--- config.mk ---
export PLATFORM = sky130hd
export DESIGN_NAME = imem_loader
export DESIGN_NICKNAME = d
export VERILOG_FILES = /design/src/rtl/imem_loader.sv
export SDC_FILE = /design/constraint.sdc
export NUM_CORES = 1
export LEC_CHECK = 0
export CAP_MARGIN = 0
export CORE_ASPECT_RATIO = 1.1
export CORE_MARGIN = 1
export CORE_UTILIZATION = 55
export CTS_CLUSTER_DIAMETER = 40
export DETAILED_ROUTE_END_ITERATION = 16
export PLACE_DENSITY = 0.8
export SYNTH_ARGS = -nofsm -noshare
export SYNTH_HDL_FRONTEND = slang
export SYNTH_SLANG_ARGS = --single-unit
--- constraint.sdc ---
create_clock -name clk -period 2.6 [get_ports clk]
set_input_delay 0.52 -clock clk [delete_from_list [all_inputs] [get_ports clk]]
set_output_delay 0.52 -clock clk [all_outputs]
set_load 0.01 [all_outputs]
--- src/rtl/imem_loader.sv ---
// Byte-stream instruction-memory loader: parses a counted little-endian word
// stream, writes each word to instruction memory, and verifies a trailing checksum.
module imem_loader #(
  parameter int DEPTH = 256
) (
  input  logic        clk,
  input  logic        rst_n,
  input  logic        start,
  input  logic        abort,
  input  logic        in_valid,
  input  logic [7:0]  in_data,
  output logic        in_ready,
  output logic        mem_we,
  output logic [7:0]  mem_addr,
  output logic [31:0] mem_wdata,
  output logic        busy,
  output logic        done,
  output logic        error,
  output logic [8:0]  words_written
);

  typedef enum logic [2:0] {
    S_IDLE, S_HDR_LO, S_HDR_HI, S_DATA, S_WRITE, S_CHECK, S_DONE, S_ERROR
  } state_t;

  state_t      state_q, state_d;
  logic [7:0]  count_lo_q, count_lo_d;
  logic [8:0]  count_q, count_d;
  logic [1:0]  byte_idx_q, byte_idx_d;
  logic [23:0] word_buf_q, word_buf_d;
  logic [7:0]  mem_addr_q, mem_addr_d;
  logic [31:0] mem_wdata_q, mem_wdata_d;
  logic [7:0]  csum_q, csum_d;
  logic [8:0]  words_written_q, words_written_d;
  logic        done_q, done_d;
  logic        error_q, error_d;

  logic       xfer;
  logic [8:0] hdr_count;

  assign hdr_count = {in_data[0], count_lo_q};

  always_comb begin
    in_ready = (state_q == S_HDR_LO) || (state_q == S_HDR_HI) ||
               (state_q == S_DATA)   || (state_q == S_CHECK);
    busy     = !((state_q == S_IDLE) || (state_q == S_DONE) || (state_q == S_ERROR));
    // Abort must kill a strobe already in its WRITE cycle, so it gates mem_we directly.
    mem_we   = (state_q == S_WRITE) && !abort;
    xfer     = in_valid && in_ready;
  end

  // NOTE: every *_d gets its hold value first so no path through the case infers a latch.
  always_comb begin
    state_d         = state_q;
    count_lo_d      = count_lo_q;
    count_d         = count_q;
    byte_idx_d      = byte_idx_q;
    word_buf_d      = word_buf_q;
    mem_addr_d      = mem_addr_q;
    mem_wdata_d     = mem_wdata_q;
    csum_d          = csum_q;
    words_written_d = words_written_q;
    done_d          = done_q;
    error_d         = error_q;

    if (abort) begin
      // Abort outranks start, and only busy states have anything to abandon.
      if (busy) begin
        state_d = S_IDLE;
        done_d  = 1'b0;
        error_d = 1'b0;
      end
    end else begin
      case (state_q)
        S_IDLE, S_DONE, S_ERROR: begin
          if (start) begin
            state_d         = S_HDR_LO;
            done_d          = 1'b0;
            error_d         = 1'b0;
            words_written_d = '0;
            csum_d          = '0;
            byte_idx_d      = '0;
          end
        end
        S_HDR_LO: begin
          if (xfer) begin
            count_lo_d = in_data;
            state_d    = S_HDR_HI;
          end
        end
        S_HDR_HI: begin
          if (xfer) begin
            if ((in_data[7:1] == 7'd0) && (hdr_count != 9'd0) && (hdr_count <= 9'(DEPTH))) begin
              count_d    = hdr_count;
              byte_idx_d = '0;
              state_d    = S_DATA;
            end else begin
              error_d = 1'b1;
              state_d = S_ERROR;
            end
          end
        end
        S_DATA: begin
          if (xfer) begin
            csum_d     = csum_q + in_data;
            byte_idx_d = byte_idx_q + 2'd1;
            case (byte_idx_q)
              2'd0: word_buf_d[7:0]   = in_data;
              2'd1: word_buf_d[15:8]  = in_data;
              2'd2: word_buf_d[23:16] = in_data;
              default: begin
                mem_wdata_d = {in_data, word_buf_q};
                mem_addr_d  = words_written_q[7:0];
                state_d     = S_WRITE;
              end
            endcase
          end
        end
        S_WRITE: begin
          words_written_d = words_written_q + 9'd1;
          state_d         = (words_written_q + 9'd1 == count_q) ? S_CHECK : S_DATA;
        end
        S_CHECK: begin
          if (xfer) begin
            if (in_data == csum_q) begin
              done_d  = 1'b1;
              state_d = S_DONE;
            end else begin
              error_d = 1'b1;
              state_d = S_ERROR;
            end
          end
        end
        default: state_d = S_IDLE;
      endcase
    end
  end

  // NOTE: sequential state uses non-blocking assignments so all flops update together.
  always_ff @(posedge clk or negedge rst_n) begin
    if (!rst_n) begin
      state_q         <= S_IDLE;
      count_lo_q      <= '0;
      count_q         <= '0;
      byte_idx_q      <= '0;
      word_buf_q      <= '0;
      mem_addr_q      <= '0;
      mem_wdata_q     <= '0;
      csum_q          <= '0;
      words_written_q <= '0;
      done_q          <= 1'b0;
      error_q         <= 1'b0;
    end else begin
      state_q         <= state_d;
      count_lo_q      <= count_lo_d;
      count_q         <= count_d;
      byte_idx_q      <= byte_idx_d;
      word_buf_q      <= word_buf_d;
      mem_addr_q      <= mem_addr_d;
      mem_wdata_q     <= mem_wdata_d;
      csum_q          <= csum_d;
      words_written_q <= words_written_d;
      done_q          <= done_d;
      error_q         <= error_d;
    end
  end

  assign mem_addr      = mem_addr_q;
  assign mem_wdata     = mem_wdata_q;
  assign done          = done_q;
  assign error         = error_q;
  assign words_written = words_written_q;

endmodule

==> flow_summary.ini, run 1 <==
[run_status]
outcome = finished, final reports clean

[routing]
dr.pass1.iters = 4
routed_wl_um = 10980
post-route-drc-count = 0
drt-initial-drc-count = 149
post_drt_via_cell_ratio = 5.778
drt-wirelength-per-cell_um = 17.83
via_count = 3559
drtAntennaViolNets = 0

[critical_path]
cp-start-kind = input pin
startpoint = abort
crit_end = mem_we
cp.arrival_ps = 1980
cp_num_cells = 4
crit_fanout = 2
cp_num_buf_inv = 3
r2r-end = state_q[1]$_DFFE_PN0P_
end_kind = primary output
path_class = in -> out
crit_path_top_delay_cell = clkdlybuf4s50_1
reg2reg_depth = 7
crit_required_ps = 2080
r2r_slack_ps = 160
critPathMaxStageDelay_ps = 540
path_common_cell = clkdlybuf4s50_1
critical-path-top-delay-family = buffers and inverters
rr_startpoint = words_written[1]$_DFFE_PN0P_
cp_cell_sequence = clkdlybuf4s50_1 > or3_1 > inv_1 > clkdlybuf4s50_1

[die]
core-area_um2 = 8539
die_y_um = 101.4
io_pins = 67
die_area_um2 = 9358
rows = 35
start_util_pct = 57.80
die_w_um = 92.33

[timing]
slew_violations = 0
worstMarginPinSlew_ps = 656.1
period_needed_ps = 2501
fin_skew_ps = 20.00
setup_viol = 0
slew_headroom_pct = 56.26
max_freq_ghz = 0.3998
fin_crit_sh_pct = 96.19
final-hold-violation-count = 0

[clock_network]
cts_tree = yes
h-tree-depth = 3
cts_root_buffer = clkbuf_8
clock_latency_ps = 370
postCtsSetupBuffers = 0
ctsHoldBuffers = 0
cts.sinks = 105
clkTransAtPathRegs_ps = 100
cts_buffers = 9
clockBufferDepth = 2

[place]
globalplace.congestion = 0.8977
dp.cells = 600
numPortBuffers = 66
hpwl_um = 7791

[synth]
synth-seq-area-share_pct = 53.23
syn_nets = 435
synthFlopType = dfrtp_1
synthDistinctLibCells = 50
synth-edff-count = 0
netlist.area_leader.share_pct = 53.23
syn-cell-area_um2 = 4936
synth-async-reset-ratio_pct = 100.0
ys_seq_elements = 105
ys_top_cells_by_area = dfrtp_1 53%, mux2_2 17%, ha_1 3.0%
syn_inst = 409
syn_area_per_cell_um2 = 12.07
synthTopCellsByCount = 105 x dfrtp_1, 73 x mux2_2, 27 x nand2_1, 21 x nor2_1, 19 x clkbuf_1
yosysWarnings = 0
yosysMostFrequentCell = dfrtp_1
synth_largest_area_cell = dfrtp_1

[job]
cap_violations = 0

[power]
p_leak_uw = 0.002929
ir_worst_vdd_uv = 448.6
p_per_area_nw_per_um2 = 704.9
power.total_uw = 4330

[layout]
drive_gt1_share_pct = 27.13
final_nets = 526
finalNonFillerCells = 616
fill_cells = 615
n_antenna_cell = 0
syn_to_final_growth_pct = 24.46

[hold_path]
min_path_type = in -> async

[global_routing]
grt_pass1_vias = 3809
grt_use_total_pct = 25.34
antenna_found_initial = 0
grt_pass1_wl_um = 18330
grt.overflow.total = 0
grt_max_degree = 52
-- worst min path at each step --
stage,start,depth (start not counted),to
3_5_place_dp,word_buf_q[6]$_DFFE_PN0P_,1,word_buf_q[6]$_DFFE_PN0P_
6_report,rst_n,1,mem_wdata[1]$_DFFE_PN0P_
2_1_floorplan,rst_n,0,byte_idx_q[0]$_DFFE_PN0P_
5_1_grt,rst_n,1,word_buf_q[0]$_DFFE_PN0P_
4_1_cts,rst_n,1,mem_wdata[0]$_DFFE_PN0P_
3_3_place_gp,word_buf_q[16]$_DFFE_PN0P_,1,mem_wdata[16]$_DFFE_PN0P_
-- cells in the final DEF, fill, tap and decap left out, drive strengths merged, types with 3 or more instances in the layout --
cell type	count
a211o	4
a211oi	4
a21oi	13
a22o	9
a31oi	3
and2	3
and3	3
buf	35
clkbuf	9
clkdlybuf4s50	64
dfrtp	105
ha	12
inv	12
mux2	81
nand2	27
nand2b	4
nand3	9
nor2	21
nor2b	4
nor3	10
o21ai	18
o41ai	3
or3	3
xnor2	8
xor2	6
-- flip-flops by register name (all words and copies together) (netlist names) --
register	count
words_written	9
count_lo_q	8
mem_addr	8
word_buf_q	24
count_q	9
mem_wdata	32
state_q	3
done	1
byte_idx_q	2
csum_q	8
error	1
-- what timing repair did --
action                                  in CTS  in global routing
gates resized for setup                      0                  3
hold endpoints to repair                     0                  0
endpoints found under the setup margin       0                  3
-- where the power goes --
| part | switching [uW] | internal, uW | leakage (uW) |
|---|---|---|---|
| Sequential | 203 | 1880 | 0.00143 |
| Combinational | 638 | 639 | 0.00141 |
| Clock | 596 | 371 | 0.0000911 |
-- logic make-up after synthesis --
kind of cell / share of synthesized area (%)
DFF: 53.23
and+or+nand+nor: 9.632
muxes: 19.09
AOI/OAI and AO/OA: 9.912
buffers and inverters: 2.205
xor gates and xnor gates: 2.484
adders and majority gates: 3.447
-- routing by layer --
metal / global-route usage, % / vias to the layer above / part of all wire (%)
li1: - / 1650 / -
met1: 30.82 / 1785 / 41
met2: 44.22 / 96 / 53
met3: 4.129 / 28 / 3.7
met4: 12.14 / 0 / 2.5
met5: 0 / - / 0
-- layout make-up --
class                      count  area, um^2  share of cell area, %
sequential                   105        2629                  42.79
multi-input combinational    275        2208                  35.95
timing repair buffer         100       940.9                  15.32
tap                          111       138.9                  2.261
clock buffer                   9       123.9                  2.016
clock inverter                 7       68.82                  1.120
inverter                       9       33.78                 0.5499
-- per-stage QoR --
step	util [%]	hold slack, ps	area (um^2)	setup slack (ps)	setup TNS, ps
after global routing	71.94	218.2	6143	-8.980	-8.980
final	71.94	167.7	6143	99.02	0
after detailed placement	69.57	491.5	5941	-166.0	-661.4
after floorplan	-	224.4	4936	257.3	0
after CTS	71.82	186.9	6133	24.46	0
after global placement	69.57	482.7	5941	-89.13	-360.1
(Power assumes the default switching activity.)
==> run 2: changes to the inputs <==
Settings changed: CAP_MARGIN 0 to unset, CORE_MARGIN 1 to 3.
==> run 2 against run 1 <==
Worst setup slack lost 21 ps. Combinational power is essentially flat. Die area grew 8.4%. Critical endpoint unchanged. Largest power group unchanged. Sequential share of layout area shrank 0.18 points. Non-clock buffer count shrank 1.
==> flow_summary.ini, run 2 (synthesis gave the netlist of run 1 again) <==
[timing]
final-hold-violation-count = 0
fin_crit_sh_pct = 97.01
fin_skew_ps = 17.78
slew_headroom_pct = 69.27
max_freq_ghz = 0.3965
slew_violations = 0
period_needed_ps = 2522
setup_viol = 0
rsz0062_at_grt = no
worstMarginPinSlew_ps = 458.1

[clock_network]
cts_root_buffer = clkbuf_8
cts.sinks = 105
clock_latency_ps = 380
cts_buffers = 9
clkTransAtPathRegs_ps = 110
cts_resized = 0
h-tree-depth = 3
clockBufferDepth = 2
cts_tree = yes
postCtsSetupBuffers = 0
ctsHoldBuffers = 0

[routing]
via_count = 3581
post-route-drc-count = 0
routed_wl_um = 10670
drt-initial-drc-count = 158
drt-wirelength-per-cell_um = 17.35
drtAntennaViolNets = 0
dr.pass1.iters = 4
post_drt_via_cell_ratio = 5.823

[layout]
multiInputGateArea_um2 = 2202
final_nets = 525
largest_reg_flops = 32
fill_cells = 575
seqCellArea_um2 = 2629
final_cell_area_um2 = 6170
n_antenna_cell = 0
mostFrequentLayoutCells = 104 x dfrtp_1, 73 x mux2_2, 65 x clkdlybuf4s50_1, 30 x buf_4, 26 x nand2_1
final_common_cell = dfrtp_1
drive_gt1_share_pct = 26.79
post-route-util_pct = 72.25
syn_to_final_growth_pct = 24.99

[critical_path]
critical-path-top-delay-family = buffers and inverters
cp-start-kind = input pin
path_class = in -> out
cp_num_buf_inv = 3
cp_num_cells = 4
critPathMaxStageDelay_ps = 550
crit_path_top_delay_cell = clkdlybuf4s50_1
end_kind = primary output
reg2reg_depth = 6
crit_required_ps = 2080
crit_fanout = 2
path_common_cell = clkdlybuf4s50_1
cp.arrival_ps = 2000
cp_cell_sequence = clkdlybuf4s50_1 > or3_1 > inv_1 > clkdlybuf4s50_1

[global_routing]
grt_use_total_pct = 22.77
grt.overflow.total = 0
grt_max_degree = 87
grt_pass1_vias = 3709
grt_pass1_wl_um = 18040
antenna_found_initial = 0

[place]
globalplace.congestion = 0.9149
place_area_um2 = 5958
hpwl_um = 7616
numPortBuffers = 66

[power]
ir_worst_vdd_uv = 452.3
p_per_area_nw_per_um2 = 708.3
power.total_uw = 4370
p_leak_uw = 0.002939

[die]
die_w_um = 96.33
rows = 35
start_util_pct = 57.80
die_area_um2 = 10150
core-area_um2 = 8539
die_y_um = 105.4
io_pins = 67

[run_status]
outcome = finished, final reports clean

[job]
cap_violations = 0

[hold_path]
min_path_type = in -> async
[run 2: changes by cell type in the layout (fill, tap and decap cells not counted), sizes merged]
cell | previous run | this run
clkdlybuf4s50 | 64 | 65
inv | 12 | 14
buf | 35 | 34
dlymetal6s2s | 1 | 0
clkinvlp | 2 | 0
[run 2: where the power goes]
group	leakage (uW)	switching [uW]	total [uW]	internal, uW
clock	0.000105	647	1040	395
combinational	0.00140	629	1250	623
sequential	0.00143	193	2080	1880
[run 2: path summary, 6_finish.rpt]
kind,from,slack (ps),to
min reg2reg,word_buf_q[21]$_DFFE_PN0P_,510,mem_wdata[21]$_DFFE_PN0P_
min in group clk,word_buf_q[21]$_DFFE_PN0P_,510,mem_wdata[21]$_DFFE_PN0P_
max reg2reg,count_lo_q[1]$_DFFE_PN0P_,300,count_q[3]$_DFFE_PN0P_
min,rst_n,10,mem_addr[1]$_DFFE_PN0P_
max in group asynchronous,rst_n,1870,state_q[0]$_DFFE_PN0P_
max,abort,80,mem_we
[run 2: metrics by stage]
stage / setup TNS [ps] / setup WS (ps) / cells / hold slack [ps]
after floorplan: 0 / 257.3 / 409 / 224.4
after global placement: -401.6 / -121.6 / 599 / 418.1
after detailed placement: -817.8 / -159.7 / 599 / 416.5
after CTS: 0 / 7.025 / 615 / 2.682
after global routing: 0 / 10.25 / 615 / 4.471
final: 0 / 77.78 / 615 / 11.69
[run 2: metal layers]
| metal | vias to the layer above | GRT usage (%) | share of wire [%] |
|---|---|---|---|
| met5 | - | 0 | 0 |
| li1 | 1657 | - | - |
| met1 | 1799 | 29.98 | 41 |
| met2 | 109 | 38.09 | 52 |
| met4 | 0 | 6.212 | 1.6 |
| met3 | 16 | 4.568 | 5.4 |
[run 2: layout make-up]
type / count / share of cell area, %
flip-flops and latches: 105 / 42.61
multi-input cells: 275 / 35.69
repair buffers: 99 / 15.49
well taps: 111 / 2.251
clock buffers: 9 / 2.008
clock inverters: 7 / 1.399
inverters: 9 / 0.5476
==> run 3: changes to the inputs <==
Settings changed: CORE_ASPECT_RATIO 1.1 to 1.75, GPL_TIMING_DRIVEN set to 0.
==> run 3 against run 2 <==
Largest power group unchanged. Sequential power is essentially flat. Largest cell class unchanged. Non-clock buffer count decreased by 15. Via count is 1.9% lower. Clock skew down 13 ps. Total power rose by 9.5%. Register-to-register slack got worse by 120 ps. Critical path depth unchanged. Count of clock-buffer cells in the layout up 2. Fmax down 0.28%. Sequential share of layout area is 0.34 points higher. Worst hold slack better by 190 ps. First-iteration DRC count grew 37%.
==> flow_summary.ini, run 3 (synthesis gave the netlist of run 1 again) <==
[critical_path]
cp_num_buf_inv = 2
end_kind = primary output
cp-start-kind = flip-flop
crit_path_top_delay_cell = clkdlybuf4s50_1
cp.arrival_ps = 2010
r2r_slack_ps = 180
crit_fanout = 10
crit_required_ps = 2080
reg2reg_depth = 6
critical-path-top-delay-family = buffers and inverters
path_class = reg -> out
critPathMaxStageDelay_ps = 530
r2r-end = mem_wdata[2]$_DFFE_PN0P_
rr_startpoint = state_q[0]$_DFFE_PN0P_
cp_cell_sequence = nand2b_1 > or3_4 > inv_2 > clkdlybuf4s50_1

[routing]
post_drt_via_cell_ratio = 5.797
via_count = 3513
drt-wirelength-per-cell_um = 18.17
routed_wl_um = 11010
post-route-drc-count = 0
drtAntennaViolNets = 0
dr.pass1.iters = 4
drt-initial-drc-count = 217

[timing]
setup_viol = 0
fin_crit_sh_pct = 97.28
final-hold-violation-count = 0
fin_skew_ps = 4.795
slew_violations = 0
rsz0062_at_grt = no
hold_ws_ps = 196.7
worstMarginPinSlew_ps = 679.2
layout_setup_ws_ps = 70.66
max_freq_ghz = 0.3954
period_needed_ps = 2529
tns_ps = 0
slew_headroom_pct = 54.72

[power]
power.internal_uw = 3357
power.total_uw = 4785
swShare_pct = 29.84
ir_worst_vdd_uv = 602.9
switchingPower_uw = 1428
p_clk_share_pct = 31.5
p_per_area_nw_per_um2 = 781.5
seq_power_share_pct = 43.8
combPwrFrac_pct = 24.7
p_leak_uw = 0.002894

[layout]
multiInputGateArea_um2 = 2213
final_nets = 510
mostFrequentLayoutCells = 103 x dfrtp_1, 73 x mux2_2, 56 x clkdlybuf4s50_1, 27 x nand2_1, 21 x nor2_1
drive_gt1_share_pct = 22.49
fill_cells = 610
final_common_cell = dfrtp_1
syn_to_final_growth_pct = 24.06
seqCellArea_um2 = 2630
largest_reg_flops = 32
final_cell_area_um2 = 6123
n_antenna_cell = 0

[clock_network]
ctsHoldBuffers = 0
h-tree-depth = 3
clockBufferDepth = 2
clkTransAtPathRegs_ps = 70
cts_buffers = 9
cts_tree = yes
cts.sinks = 105
cts_root_buffer = clkbuf_16
clock_latency_ps = 350

[place]
numPortBuffers = 63
place_area_um2 = 5738
globalplace.congestion = 0.9182
hpwl_um = 7737
post-place-ws_ps = -450.6

[job]
cap_violations = 0

[global_routing]
grt_pass1_vias = 3774
use_met2_pct = 40.94
grt.overflow.total = 0
grt_max_degree = 60
gr-usage-met3_pct = 4.595
grt_use_total_pct = 22.92
antenna_found_initial = 0
grt-busiest-layer = met2
grt_use_met1_pct = 25.69
grt_pass1_wl_um = 18420

[hold_path]
min_path_type = in -> async

[run_status]
outcome = finished, final reports clean

[die]
die_area_um2 = 10190
die_w_um = 77.61
start_util_pct = 56.56
rows = 45
die_y_um = 131.3
core-area_um2 = 8727
io_pins = 67
==> run 3: cell count changes in the layout (fill, tap and decap cells not counted), moves of 3 or more <==
cell / before / now
clkbuf_16: 0 / 9
clkbuf_1: 0 / 16
buf_12: 4 / 1
buf_4: 30 / 3
clkdlybuf4s50_1: 65 / 56
clkbuf_8: 9 / 2
dlymetal6s2s_1: 0 / 4
==> run 3: worst max path at each step <==
stage / slack (ps) / start / cells past startpoint / end
after floorplan: 260 / in_data[7] / 6 / count_q[0]$_DFFE_PN0P_
after global placement: -2760 / rst_n / 1 / mem_wdata[21]$_DFFE_PN0P_
after detailed placement: -450 / in_data[4] / 6 / count_q[5]$_DFFE_PN0P_
after CTS: -30 / state_q[1]$_DFFE_PN0P_ / 4 / mem_we
after global routing: 10 / in_data[6] / 8 / error$_DFFE_PN0P_
final: 70 / state_q[1]$_DFFE_PN0P_ / 4 / mem_we
==> run 3: worst reg2reg max path: cells and delay by family (launching register included) <==
kind / cells / cell delay, ps
flops: 1 / 430
buf+inv: 2 / 720
simple gates: 3 / 780
mux: 1 / 390
==> run 3: stage by stage <==
| step | instances | utilization (%) |
|---|---|---|
| finish | 606 | 70.16 |
| global route | 606 | 70.16 |
| CTS | 605 | 69.91 |
| detailed placement | 590 | 65.75 |
| global placement | 589 | 65.46 |
| floorplan | 409 | - |
==> run 3: cell type report <==
cell class	instances	share of cell area (%)
sequential	105	42.95
buffer	17	1.042
clock inverter	5	1.389
tap	117	2.391
clock buffer	11	4.127
multi-input combinational	275	36.15
timing repair buffer	67	11.40
inverter	9	0.5517
==> run 3: repair_timing <==
item | 4_1_cts | 5_1_grt
gates resized for setup | 6 | 7
setup buffers | 2 | 1
setup endpoints to repair | 10 | 6
pin swaps | 1 | 0
==> run 3: power by group through the flow <==
stage / Clock, uW / Combinational (uW) / Sequential (uW)
after CTS: 1530 / 1160 / 2100
after global placement: 0 / 1130 / 2080
after detailed placement: 0 / 1170 / 2100
final: 1510 / 1180 / 2090
after global routing: 1600 / 1320 / 2130
after floorplan: 0 / 820 / 2050
==> run 3: per-layer routing <==
| layer | share of wire (%) | wire [um] | up-vias |
|---|---|---|---|
| li1 | - | - | 1627 |
| met1 | 38 | 4221 | 1771 |
| met2 | 55 | 6055 | 88 |
| met3 | 3.6 | 391 | 27 |
| met4 | 3.1 | 344 | 0 |
| met5 | 0 | 0 | - |
